### config.mk
export PLATFORM = sky130hd
export DESIGN_NAME = health_manager
export DESIGN_NICKNAME = d
export VERILOG_FILES = /design/src/rtl/health_manager_pkg.sv /design/src/rtl/frame_countdown.sv /design/src/rtl/health_manager.sv
export SDC_FILE = /design/constraint.sdc
export NUM_CORES = 1
export LEC_CHECK = 0
export ABC_AREA = 0
export BUFFER_PORTS_ARGS = -buffer_cell sky130_fd_sc_hd__buf_4
export CAP_MARGIN = 10
export CORE_ASPECT_RATIO = 0.5
export CORE_UTILIZATION = 29
export CTS_CLUSTER_SIZE = 25
export DETAILED_ROUTE_END_ITERATION = 6
export PLACE_DENSITY = 0.45
export SYNTH_ARGS = -nofsm -noshare
export SYNTH_HDL_FRONTEND = slang
export SYNTH_SLANG_ARGS = --single-unit
### constraint.sdc
create_clock -name clk -period 2.7 [get_ports clk]
set_input_delay 0.405 -clock clk [delete_from_list [all_inputs] [get_ports clk]]
set_output_delay 0.405 -clock clk [all_outputs]
set_load 0.01 [all_outputs]
### src/rtl/health_manager_pkg.sv
// rtl/health_manager_pkg.sv - shared game types, HP width and saturating HP helpers
// Contents:
//   HP_W           : HP register width, shared with the HUD bar block
//   game_state_t   : PLAY / WIN / LOSE
//   player_state_t : ALIVE / INVULN
//   hp_dec, hp_inc : saturating HP arithmetic (no wrap-around)
package health_manager_pkg;

  localparam int HP_W = 4;

  typedef enum logic [1:0] {
    PLAY = 2'd0,
    WIN  = 2'd1,
    LOSE = 2'd2
  } game_state_t;

  typedef enum logic {
    ALIVE  = 1'b0,
    INVULN = 1'b1
  } player_state_t;

  function automatic logic [HP_W-1:0] hp_dec(input logic [HP_W-1:0] hp);
    return (hp == '0) ? hp : hp - HP_W'(1);
  endfunction

  function automatic logic [HP_W-1:0] hp_inc(input logic [HP_W-1:0] hp,
                                             input logic [HP_W-1:0] max_hp);
    return (hp >= max_hp) ? max_hp : hp + HP_W'(1);
  endfunction

endpackage

### src/rtl/frame_countdown.sv
// rtl/frame_countdown.sv - loadable down-counter stepped by frame ticks
// Ports:
//   clk, rst : clock, asynchronous active-high reset
//   clear    : force count to 0 (highest priority)
//   load     : load LOAD_VAL (beats a coincident tick)
//   tick     : decrement a nonzero count
//   busy     : count != 0
//   last     : count == 1 (the next tick empties the counter)
module frame_countdown #(
  parameter int LOAD_VAL = 1,
  localparam int W = $clog2(LOAD_VAL + 1)
) (
  input  logic clk,
  input  logic rst,
  input  logic clear,
  input  logic load,
  input  logic tick,
  output logic busy,
  output logic last
);

  logic [W-1:0] count;

  always_ff @(posedge clk or posedge rst) begin
    if (rst) begin
      count <= '0;
    end else if (clear) begin
      count <= '0;
    end else if (load) begin
      count <= W'(LOAD_VAL);
    end else if (tick && busy) begin
      count <= count - W'(1);
    end
  end

  assign busy = (count != '0);
  assign last = (count == W'(1));

endmodule

### src/rtl/health_manager.sv
// rtl/health_manager.sv - player/boss hit points, i-frames, boss cooldown, win/lose
// Ports:
//   clk, rst         : clock, asynchronous active-high reset
//   frame_tick       : one pulse per video frame
//   player_hit       : player struck (pulse)
//   boss_hit         : boss struck (pulse)
//   heal             : player +1 HP (pulse)
//   restart          : reload game (pulse), beats every other event
//   present_health   : player HP
//   present_bhealth  : boss HP
//   player_invuln    : player invulnerability window active
//   boss_flash       : boss cooldown active
//   win, lose        : sticky outcome until restart
module health_manager
  import health_manager_pkg::*;
#(
  parameter int PLAYER_MAX     = 3,
  parameter int BOSS_MAX       = 8,
  parameter int INVULN_FRAMES  = 60,
  parameter int BOSS_CD_FRAMES = 10
) (
  input  logic            clk,
  input  logic            rst,
  input  logic            frame_tick,
  input  logic            player_hit,
  input  logic            boss_hit,
  input  logic            heal,
  input  logic            restart,
  output logic [HP_W-1:0] present_health,
  output logic [HP_W-1:0] present_bhealth,
  output logic            player_invuln,
  output logic            boss_flash,
  output logic            win,
  output logic            lose
);

  localparam logic [HP_W-1:0] P_MAX = HP_W'(PLAYER_MAX);
  localparam logic [HP_W-1:0] B_MAX = HP_W'(BOSS_MAX);

  game_state_t     game_q, game_d;
  player_state_t   pl_q, pl_d;
  logic [HP_W-1:0] hp_q, hp_d;
  logic [HP_W-1:0] bhp_q, bhp_d;

  logic active;
  logic p_hit_acc;
  logic b_hit_acc;
  logic heal_acc;
  logic tick_en;
  logic inv_last;
  logic cd_busy;
  logic inv_busy_unused;
  logic cd_last_unused;

  // Everything except restart is frozen outside PLAY; restart masks all
  // other events in its cycle.
  assign active    = (game_q == PLAY) && !restart;
  assign p_hit_acc = active && player_hit && (pl_q == ALIVE);
  assign b_hit_acc = active && boss_hit && !cd_busy;
  assign heal_acc  = active && heal && !p_hit_acc;
  assign tick_en   = active && frame_tick;

  frame_countdown #(.LOAD_VAL(INVULN_FRAMES)) u_invuln_cnt (
    .clk   (clk),
    .rst   (rst),
    .clear (restart),
    .load  (p_hit_acc),
    .tick  (tick_en),
    .busy  (inv_busy_unused),
    .last  (inv_last)
  );

  frame_countdown #(.LOAD_VAL(BOSS_CD_FRAMES)) u_boss_cd_cnt (
    .clk   (clk),
    .rst   (rst),
    .clear (restart),
    .load  (b_hit_acc),
    .tick  (tick_en),
    .busy  (cd_busy),
    .last  (cd_last_unused)
  );

  always_ff @(posedge clk or posedge rst) begin
    if (rst) begin
      game_q <= PLAY;
      pl_q   <= ALIVE;
      hp_q   <= P_MAX;
      bhp_q  <= B_MAX;
    end else begin
      game_q <= game_d;
      pl_q   <= pl_d;
      hp_q   <= hp_d;
      bhp_q  <= bhp_d;
    end
  end

  always_comb begin
    game_d = game_q;
    pl_d   = pl_q;
    hp_d   = hp_q;
    bhp_d  = bhp_q;

    if (restart) begin
      game_d = PLAY;
      pl_d   = ALIVE;
      hp_d   = P_MAX;
      bhp_d  = B_MAX;
    end else begin
      if (p_hit_acc) begin
        hp_d = hp_dec(hp_q);
      end else if (heal_acc) begin
        hp_d = hp_inc(hp_q, P_MAX);
      end

      if (b_hit_acc) begin
        bhp_d = hp_dec(bhp_q);
      end

      case (pl_q)
        ALIVE:   if (p_hit_acc) pl_d = INVULN;
        INVULN:  if (tick_en && inv_last) pl_d = ALIVE;
        default: pl_d = ALIVE;
      endcase

      // Outcome is decided from the registered HP, so it lands one cycle
      // after the HP register reads 0; player death is checked first.
      if (game_q == PLAY) begin
        if (hp_q == '0) begin
          game_d = LOSE;
        end else if (bhp_q == '0) begin
          game_d = WIN;
        end
      end
    end
  end

  assign present_health  = hp_q;
  assign present_bhealth = bhp_q;
  assign player_invuln   = (pl_q == INVULN);
  assign boss_flash      = cd_busy;
  assign win             = (game_q == WIN);
  assign lose            = (game_q == LOSE);

endmodule

Yosys cells after proc, flatten, opt, wreduce, memory -nomap -nowiden
Index checks and enable logic that the tools add are counted.
Word-level totals
  flip-flop bits (word level): 21
  bits in latches: 0
  bits of input ports: 7
  bits in writable memories: 0
  bits in read-only memories: 0
  output and inout bits: 12
  memories: 0
Operators by class
  mux-type cells: 22
  multiply operators: 0
  bitwise operators: 1
  add/subtract/negate cells: 5
  equality and inequality tests: 5
  reduce and logical (&&, ||, !) cells: 28
  order comparisons: 1
  shifts and indexed selects: 0
  divide/modulo/power cells: 0
Operators by type and width (count)
  4-bit two-way mux: 11
  6-bit two-way mux: 3
  3-bit nonzero test: 4
  4-bit by 1-bit subtractor with 4-bit output (second input constant): 3
  1-bit logical AND: 11
  4-bit logical NOT: 2
  2-bit two-way mux: 4
  6-bit by 1-bit equality test with 1-bit output (second input constant): 1
  2-bit AND reduction: 3
  6-bit nonzero test: 1
  6-bit by 1-bit subtractor with 6-bit output (second input constant): 1
  4-bit by 1-bit adder with 4-bit output (second input constant): 1
  4-bit by 2-bit greater-or-equal comparator with 1-bit output (second input constant): 1
  2-bit nonzero test: 2
  4-bit nonzero test: 1
  1-bit logical NOT: 3
  1-bit two-way mux: 3
  3-bit inequality test (second input constant): 1
  2-bit by 1-bit equality test with 1-bit output (second input constant): 1
  2-bit equality test (second input constant): 1
  2-bit logical NOT: 1
  2-bit inequality test (second input constant): 1
  1-bit one-hot mux with 2 select lines: 1
  1-bit NOT: 1

Logic depth before layout (Yosys ltp)
  depth in word-level cells: 9
  mapped depth: 7
  mapped depth without buffers: 7

By module
From an unflattened synthesis, not the netlist that was laid out.
Unflattened totals
  cells, all modules: 147
  area, all modules: 1365.1 µm²
Modules (own cells, without submodules)
  health_manager: area an instance 703.2 µm², times used 1, cells an instance 77
  frame_countdown at u_invuln_cnt: area an instance 385.4 µm², times used 1, cells an instance 42
  frame_countdown at u_boss_cd_cnt: area an instance 276.5 µm², times used 1, cells an instance 28

Least setup slack after synthesis
No wires, ideal clock.
  kind: flip-flop to flip-flop
  from: register u_boss_cd_cnt.count[0]
  to: register bhp_q[3], in the netlist present_bhealth[3]
  arrival: 1.697 ns
  period minus slack after synthesis: 1.772 ns
  data required time: 2.625 ns
  buffers on the path: 0
  slack: 0.928 ns
  stages on the path, launching flop included: 7
  setup time: 0.075 ns
  cell sequence: dfrtp_1 > inv_1 > ha_1 > nor3b_1 > nand3_1 > nor4_1 > mux2i_1
On the way
  word-level cells in the longest chain between the ends: 5
Ends and longest elaborated chain
  start, declared: line frame_countdown.sv:22  | logic [W-1:0] count;
  start signal, assigned: line frame_countdown.sv:30  | count <= W'(LOAD_VAL);
  start signal, assigned: line frame_countdown.sv:32  | count <= count - W'(1);
  4-bit nonzero test: line frame_countdown.sv:36  | assign busy = (count != '0);
  1-bit logical NOT: line health_manager.sv:59  | assign b_hit_acc = active && boss_hit && !cd_busy;
  1-bit logical AND: line health_manager.sv:59
  2-bit nonzero test (no line)
  2-bit AND reduction (no line)
  end signal, assigned: line health_manager.sv:93  | bhp_q <= bhp_d;
  end, declared: line health_manager.sv:43  | logic [HP_W-1:0] bhp_q, bhp_d;
Every way passes these cells.
A chain may end at the register's enable or synchronous reset.

Worst setup path after layout
  from: register u_boss_cd_cnt.count[0]
  to: output port boss_flash
On the way
  word-level cells in the longest chain between the ends: 1
Ends and longest elaborated chain
  4-bit nonzero test: line frame_countdown.sv:36
  end, declared: line health_manager.sv:32  | output logic boss_flash,
Every way passes these cells.

==> results.json <==
{
  "peakVddDrop_mv": 0.374,
  "syn-num-nets": 152,
  "grt_usage_pct": 12.5,
  "hpwl_mm": 2.05,
  "synth_top_area_share_pct": 33.9,
  "cts_inserted_buffers": 3,
  "maxCapViolations": 0,
  "ioPinCount": 19,
  "worstSetupPathType": "flip-flop to output pin",
  "status": "complete, but fails checks",
  "cts_tree": "done",
  "synth.avg_cell_area_um2": 9.78,
  "syn-cell-area_mm2": 0.00133,
  "slew_headroom_pct": 44.7,
  "grt_pass1_wl_mm": 4.69,
  "die_h_um": 49.9,
  "grt_pass1_vias": 959,
  "hold_path_class": "input pin to asynchronous set/reset pin",
  "r2r-start": "u_boss_cd_cnt.count[0]",
  "clock-sinks": 21,
  "grt-ovfl-total": 0,
  "arrival_ps": 1840,
  "clock-root-buffer": "clkbuf_8",
  "violations": "DRC",
  "dr.pass1.iters": 6,
  "startpoint": "u_boss_cd_cnt.count[0]",
  "fin_skew_ps": 2.11,
  "drive_gt1_share_pct": 23.9,
  "place_congestion": 0.773,
  "postRouteAntennaNets": 0,
  "path_clk_slew_ps": 80,
  "worstPathRequired_ps": 2300,
  "wirelength_mm": 2.82,
  "nets": 172,
  "routed_via_density": 4.94,
  "p_leak_nw": 0.680,
  "wl_per_cell_um": 13.5,
  "cts.repair.resized": 0,
  "synth_most_common_cell": "dfrtp_1",
  "hold_buffers": 0,
  "drc": 2,
  "crit_fanout": 5,
  "antenna-diode-count": 0,
  "yosys_register_bits": 21,
  "setup_viol": 0,
  "fmax_ghz": 0.445,
  "final.period_utilization_pct": 83.3,
  "cp-end-kind": "output pin",
  "finalHoldViolCount": 0,
  "via_count": 1033,
  "grt_start_max_net_pins": 27,
  "row_count": 16,
  "synth_edf_count": 0,
  "final_max_slew_viol_count": 0,
  "areaGrowthSynthToFinish_pct": 17.4,
  "grt_setup_unrepaired": "no",
  "yosysSeqAreaShare_pct": 39.8,
  "fillers": 411,
  "initial_utilization_pct": 32.1,
  "yosysUniqueCellTypes": 44,
  "cts_max_level": 1,
  "final_core_util_pct": 37.7,
  "start_kind": "flip-flop",
  "synth_top_area_cell": "dfrtp_1",
  "insertion_delay_ps": 260,
  "synth_area_leaders": "dfrtp_1 34%, ha_1 8.5%, dfstp_2 5.9%",
  "die_w_um": 97.8,
  "fin_crit_ps": 2250,
  "async_reset_ff_share_pct": 100,
  "postCtsSetupBuffers": 0,
  "core_mm2": 0.00414,
  "clockBufferDepth": 2,
  "drt_first_iter_violations": 32,
  "antenna_found_initial": 0,
  "ys.flop_type": "dfrtp_1",
  "setup_tns_ps": 0,
  "ys_warn_count": 0,
  "netlist_top_cells_count": "18 x dfrtp_1, 11 x inv_1, 10 x nor2_1",
  "postSynthCellCount": 136,
  "port_buffers": 18,
  "die-area_mm2": 0.00488,
  "p_per_area_mw_per_mm2": 923,
  "worst_slew_pin_slew_ps": 828
}
-- flip-flops by register name (all words and copies together) (netlist names) --
name	count
game_q	2
u_boss_cd_cnt.count	4
present_health	4
u_invuln_cnt.count	6
present_bhealth	4
player_invuln	1
-- power breakdown --
| group | total (mW) | internal [mW] | switching (mW) |
|---|---|---|---|
| logic | 0.689 | 0.327 | 0.363 |
| clock network | 0.210 | 0.105 | 0.105 |
| registers | 0.542 | 0.424 | 0.118 |
-- worst max-delay path, stage by stage (launching register included) --
cell and delay (ps):
dfrtp_1 400, inv_1 90, ha_1 200, nor3b_1 530
inv_1 180, buf_4 190
-- routing by layer --
layer / routed length [µm] / GRT usage (%)
met1: 1490 / 18.0
met2: 1210 / 17.7
met3: 105 / 3.97
met4: 14 / 3.79
met5: 0 / 0
-- path summary, 6_finish.rpt --
kind	end	slack, ps	depth (start not counted)
worst min-delay path	present_bhealth[2]	300	2
worst max-delay path	boss_flash	450	5
min in group clk	u_boss_cd_cnt.count[1]	500	3
max in group asynchronous	present_health[2]	1880	2
worst min register to register	present_bhealth[3]	560	2
worst max register to register	present_bhealth[3]	640	6
-- cell families after synthesis --
| family | after synthesis | synth area share [%] |
|---|---|---|
| DFF | 21 | 39.8 |
| AOI/OAI and AO/OA | 27 | 15.2 |
| muxes | 5 | 3.95 |
| adders and majority gates | 9 | 8.47 |
| and+or+nand+nor | 52 | 23.0 |
| xor gates and xnor gates | 7 | 4.61 |
| buffers and inverters | 15 | 4.89 |
-- area by class of cell --
type                    count  area (µm²)  area share (%)
multi-input cells         100         736            47.1
flip-flops and latches     21         529            33.9
repair buffers             19         143            9.13
well taps                  54        67.6            4.33
clock buffers               4        45.0            2.88
inverters                  11        41.3            2.64
-- stage by stage --
| step | area [µm²] | cells | power, mW | setup slack, ps | hold slack, ps |
|---|---|---|---|---|---|
| 2_1_floorplan | 1330 | 136 | 1.03 | 928 | 379 |
| 3_3_place_gp | 1520 | 205 | 1.25 | 644 | 547 |
| 3_5_place_dp | 1520 | 205 | 1.24 | 652 | 552 |
| 4_1_cts | 1560 | 209 | 1.47 | 411 | 360 |
| 5_1_grt | 1560 | 209 | 1.57 | 274 | 394 |
| 6_report | 1560 | 209 | 1.44 | 452 | 303 |
-- cells in the final DEF, fill, tap and decap left out, types with 2 or more instances in the layout --
cell type  count
buf_4         19
dfrtp_1       18
inv_1         11
nor2_1        10
ha_1           9
nand2_1        8
nor3_1         6
a21oi_1        6
xnor2_1        5
o21ai_0        5
nand3_1        5
nor2b_1        3
a211oi_1       3
nor4_1         3
mux2i_1        3
clkbuf_8       3
dfstp_2        3
or3b_2         2
or3_1          2
o31ai_1        2
or2_2          2
mux2_2         2
o211ai_1       2
nand3b_1       2
xor2_1         2
(Power assumes the default switching activity.)
